===== config.mk =====
export PLATFORM = sky130hd
export DESIGN_NAME = fetch_stage
export DESIGN_NICKNAME = d
export VERILOG_FILES = /design/src/rtl/fetch_stage.sv
export SDC_FILE = /design/constraint.sdc
export NUM_CORES = 1
export LEC_CHECK = 0
export BUFFER_PORTS_ARGS = -buffer_cell sky130_fd_sc_hd__buf_4
export CORE_ASPECT_RATIO = 0.8
export CORE_MARGIN = 4
export CORE_UTILIZATION = 35
export DETAILED_ROUTE_END_ITERATION = 8
export GPL_TIMING_DRIVEN = 1
export PLACE_DENSITY = 0.57
export SLEW_MARGIN = 15
export SYNTH_ARGS = -nofsm -noshare
export SYNTH_HDL_FRONTEND = slang
export SYNTH_SLANG_ARGS = --single-unit

===== constraint.sdc =====
create_clock -name clk -period 3.67 [get_ports clk]
set_input_delay 0.9175 -clock clk [delete_from_list [all_inputs] [get_ports clk]]
set_output_delay 0.9175 -clock clk [all_outputs]
set_load 0.02 [all_outputs]

===== src/rtl/fetch_stage.sv =====
// Instruction fetch stage: drives the instruction memory and registers IR/ID_PC for decode.
// Handles stalls with a one-word hold buffer and squashes in-flight words after taken branches.
module fetch_stage (
  input  logic        clk,
  input  logic        reset,
  input  logic [31:0] imem_rdata,
  input  logic        imem_ready,
  input  logic        stall,
  input  logic        br_taken,
  input  logic [31:0] br_target,
  output logic        imem_req,
  output logic [31:0] imem_addr,
  output logic [31:0] IR,
  output logic [31:0] ID_PC
);

  localparam logic [1:0] S_FETCH   = 2'd0;
  localparam logic [1:0] S_HOLD    = 2'd1;
  localparam logic [1:0] S_DISCARD = 2'd2;

  logic [1:0]  state_q, state_d;
  logic [31:0] pc_q, pc_d;
  logic [31:0] oaddr_q, oaddr_d;
  logic [31:0] hb_q, hb_d;
  logic [31:0] ir_q, ir_d;
  logic [31:0] id_pc_q, id_pc_d;
  logic [31:0] pc_inc;
  logic [31:0] br_pc;

  assign pc_inc = pc_q + 32'd4;
  assign br_pc  = {br_target[31:2], 2'b00};

  always_comb begin
    state_d = state_q;
    pc_d    = pc_q;
    hb_d    = hb_q;
    ir_d    = ir_q;
    id_pc_d = id_pc_q;
    case (state_q)
      S_FETCH: begin
        if (br_taken) begin
          pc_d = br_pc;
          ir_d = 32'h0;
          if (imem_ready) begin
            id_pc_d = 32'h0;
          end else begin
            // Request still outstanding: its word must be dropped when it arrives.
            state_d = S_DISCARD;
          end
        end else if (stall) begin
          if (imem_ready) begin
            hb_d    = imem_rdata;
            pc_d    = pc_inc;
            state_d = S_HOLD;
          end
        end else if (imem_ready) begin
          ir_d    = imem_rdata;
          id_pc_d = pc_inc;
          pc_d    = pc_inc;
        end else begin
          ir_d = 32'h0;
        end
      end
      S_HOLD: begin
        if (br_taken) begin
          pc_d    = br_pc;
          ir_d    = 32'h0;
          id_pc_d = 32'h0;
          state_d = S_FETCH;
        end else if (!stall) begin
          // PC already advanced past the held word, so PC is its ID_PC.
          ir_d    = hb_q;
          id_pc_d = pc_q;
          state_d = S_FETCH;
        end
      end
      S_DISCARD: begin
        ir_d = 32'h0;
        if (br_taken) begin
          pc_d = br_pc;
        end else if (imem_ready) begin
          state_d = S_FETCH;
        end
      end
      default: begin
        state_d = S_FETCH;
      end
    endcase
    // The memory sees the old address until the discarded request completes.
    oaddr_d = (state_d == S_DISCARD) ? oaddr_q : pc_d;
  end

  always_ff @(posedge clk) begin
    if (reset) begin
      state_q <= S_FETCH;
      pc_q    <= 32'h0;
      oaddr_q <= 32'h0;
      hb_q    <= 32'h0;
      ir_q    <= 32'h0;
      id_pc_q <= 32'h0;
    end else begin
      state_q <= state_d;
      pc_q    <= pc_d;
      oaddr_q <= oaddr_d;
      hb_q    <= hb_d;
      ir_q    <= ir_d;
      id_pc_q <= id_pc_d;
    end
  end

  assign imem_req  = !reset && (state_q != S_HOLD);
  assign imem_addr = oaddr_q;
  assign IR        = ir_q;
  assign ID_PC     = id_pc_q;

endmodule


==> flow_summary.json <==
{
  "portBuffers": 163,
  "track_usage": 0.207,
  "netlist_top_cells_count": "dfxtp_1 (162), nand2_1 (131), nor2_1 (123)",
  "synthSimpleGateAreaFrac": 0.222,
  "grt_pass1_vias": 7511,
  "clock-sinks": 162,
  "regToRegSetupSlack_ns": 0.76,
  "fin_setup_tns_ns": 0,
  "instances_no_fill": 1452,
  "yosysMostFrequentCell": "dfxtp_1",
  "start_util": 0.360,
  "rr_endpoint": "imem_addr[16]",
  "synthCells": 1015,
  "routabilityCongestion": 0.928,
  "root_buffer": "clkbuf_16",
  "place_area_mm2": 0.00960,
  "rr_worst_depth": 8,
  "vdd.ir_drop.worst_mv": 0.236,
  "clock.fmax_mhz": 331,
  "final_nets": 1207,
  "grt_max_degree": 124,
  "finalCriticalPeriod_ns": 3.02,
  "fin_worst_skew_ns": 0.0171,
  "setup_viol": 0,
  "hold_violations": 0,
  "io_pins": 166,
  "min_path_type": "flop to flop",
  "synth_edf_count": 0,
  "grt.overflow.total": 0,
  "top_usage_layer": "met1",
  "grt_use_met3": 0.0512,
  "mappedNetlistArea_mm2": 0.00816,
  "cpMaxStageDelayCell": "ha_1",
  "period_share": 0.824,
  "power_density_mw_per_mm2": 483,
  "syn-num-nets": 1089,
  "ys_ff_latch": 162,
  "dp_hpwl_um": 18600,
  "insertion_delay_ns": 0.43,
  "area_growth_syn_to_layout_pct": 25.0,
  "critPathMaxFanout": 12,
  "grt_pass1_wl_um": 42400,
  "fin_area_mm2": 0.0102,
  "die_x_um": 179,
  "critical_path_arrival_ns": 2.11,
  "dieHeight_um": 145,
  "synth.largest_area_cell": "dfxtp_1",
  "antenna_found_initial": 0,
  "synthTopCellsByArea": "dfxtp_1 (40%), nand2_1 (6.0%), nor2_1 (5.7%), a22oi_1 (4.8%), a21oi_1 (4.0%)",
  "ys.warnings.count": 0,
  "drt_iter0_drc": 708,
  "viasPerCell": 5.45,
  "use_met1": 0.308,
  "startpoint_type": "flop",
  "core_area_mm2": 0.0227,
  "tightest_slew_ns": 0.699,
  "htreeDepth": 4,
  "slowest_delay_ns": 0.58,
  "avgSynthCellArea_um2": 8.04,
  "drt_wl_total_um": 27100,
  "placedCellCount": 1420,
  "synth_top_family_by_area": "compound AO/OA/AOI/OAI gates",
  "synth-seq-area-share": 0.397,
  "met2_usage": 0.295,
  "synth.area.mux_share": 0.0248,
  "post_cts_resized": 0,
  "finalPower_mw": 4.93,
  "ys.flop_type": "dfxtp_1",
  "maxSlewViolCount": 0,
  "rsz0062_at_grt": "false",
  "critPathKind": "flop to output port",
  "dr.pass1.iters": 5,
  "ys_types": 68,
  "cap_violations": 0,
  "row_count": 49,
  "crit_end": "imem_req",
  "die-area_mm2": 0.0258,
  "whs_path_depth": 2,
  "crit_chain": "inv_1 -> ha_1 -> buf_4 -> nor2_1 -> buf_4",
  "detail-route-antenna-nets": 0,
  "vias": 7911,
  "diodes": 0,
  "synthArstFlopShare": 0,
  "startpoint": "state_q[1]",
  "status": "finished clean",
  "worst_path_most_repeated_cell": "buf_4",
  "worstPathRequired_ns": 2.75,
  "cts_tree": "built",
  "cp-end-kind": "output port",
  "drc": 0,
  "drive_gt1_frac": 0.226,
  "post-cts-setup-buffers": 0,
  "r2r_start": "state_q[1]",
  "synth_compound_area_frac": 0.254,
  "synth_top_area_share": 0.397,
  "synth_xor_area_frac": 0.0365,
  "ctsHoldBuffers": 0,
  "wire_per_inst_um": 18.6,
  "synthAdderAreaFrac": 0.00767,
  "p_leak_nw": 3.99,
  "clock_path_buffers": 2,
  "slew_headroom": 0.534,
  "clkTransAtPathRegs_ns": 0.06,
  "numCtsBuffers": 17
}
==> worst min path at each step <==
stage	to	startpoint	slack, ns
after floorplan	hb_q[0]	hb_q[0]	0.44
after global placement	ID_PC[22]	ID_PC[22]	0.44
after detailed placement	ID_PC[20]	ID_PC[20]	0.45
after CTS	hb_q[13]	hb_q[13]	0.46
after global routing	hb_q[25]	hb_q[25]	0.47
final	hb_q[6]	hb_q[6]	0.45
==> logic make-up after synthesis <==
| group | Yosys count |
|---|---|
| xor+xnor | 34 |
| simple gates | 388 |
| buf+inv | 107 |
| fa+ha+maj | 5 |
| mux | 19 |
| compound gates | 300 |
| flops | 162 |
==> report_power, final <==
part | switching (mW) | internal [mW]
Clock | 0.792 | 1.04
Sequential | 0.144 | 1.89
Combinational | 0.635 | 0.427
==> state kept, by name, summed over array words and instances, names as in the netlist <==
| name | flops |
|---|---|
| IR | 32 |
| hb_q | 32 |
| imem_addr | 32 |
| pc_q | 32 |
| ID_PC | 32 |
| state_q | 2 |
==> worst max-delay path: cells and delay by family (launching register included) <==
kind	cells	cell delay, ns
adder cells (fa/ha/maj)	1	0.58
flip-flops	1	0.35
AND/OR/NAND/NOR	1	0.07
buffers and inverters	3	0.67
==> cell usage in the layout (no fill, tap or decap), types with 17 or more instances in the layout <==
cell type  instances
nand2_1          131
nor2_1           122
a211oi_1          38
buf_4            192
dfxtp_1          162
nor3_1            29
clkbuf_16         17
a21oi_1           66
a22oi_1           52
o21ai_0           45
xnor2_1           22
nand3_1           18
==> area by class of cell <==
type / instances / area (µm²)
clock buffers: 20 / 447
clock inverters: 12 / 149
flip-flops and latches: 162 / 3240
multi-input cells: 746 / 4470
well taps: 306 / 383
fillers: 2319 / 12500
repair buffers: 193 / 1460
inverters: 13 / 48.8
==> stage by stage <==
step           hold WS (ns)   util  setup WS (ns)
2_1_floorplan         0.436      -          0.864
3_3_place_gp          0.437  0.423          0.555
3_5_place_dp          0.445  0.423          0.532
4_1_cts               0.455  0.450          0.632
5_1_grt               0.474  0.450          0.493
6_report              0.454  0.450          0.647
==> metal layers <==
metal	vias up	share of wire	wire length, µm
met5	-	0	0
met4	0	0.019	506
met2	306	0.42	11500
met3	30	0.079	2140
li1	3892	-	-
met1	3683	0.48	12900
No activity file was read; power rests on OpenSTA's default activity.
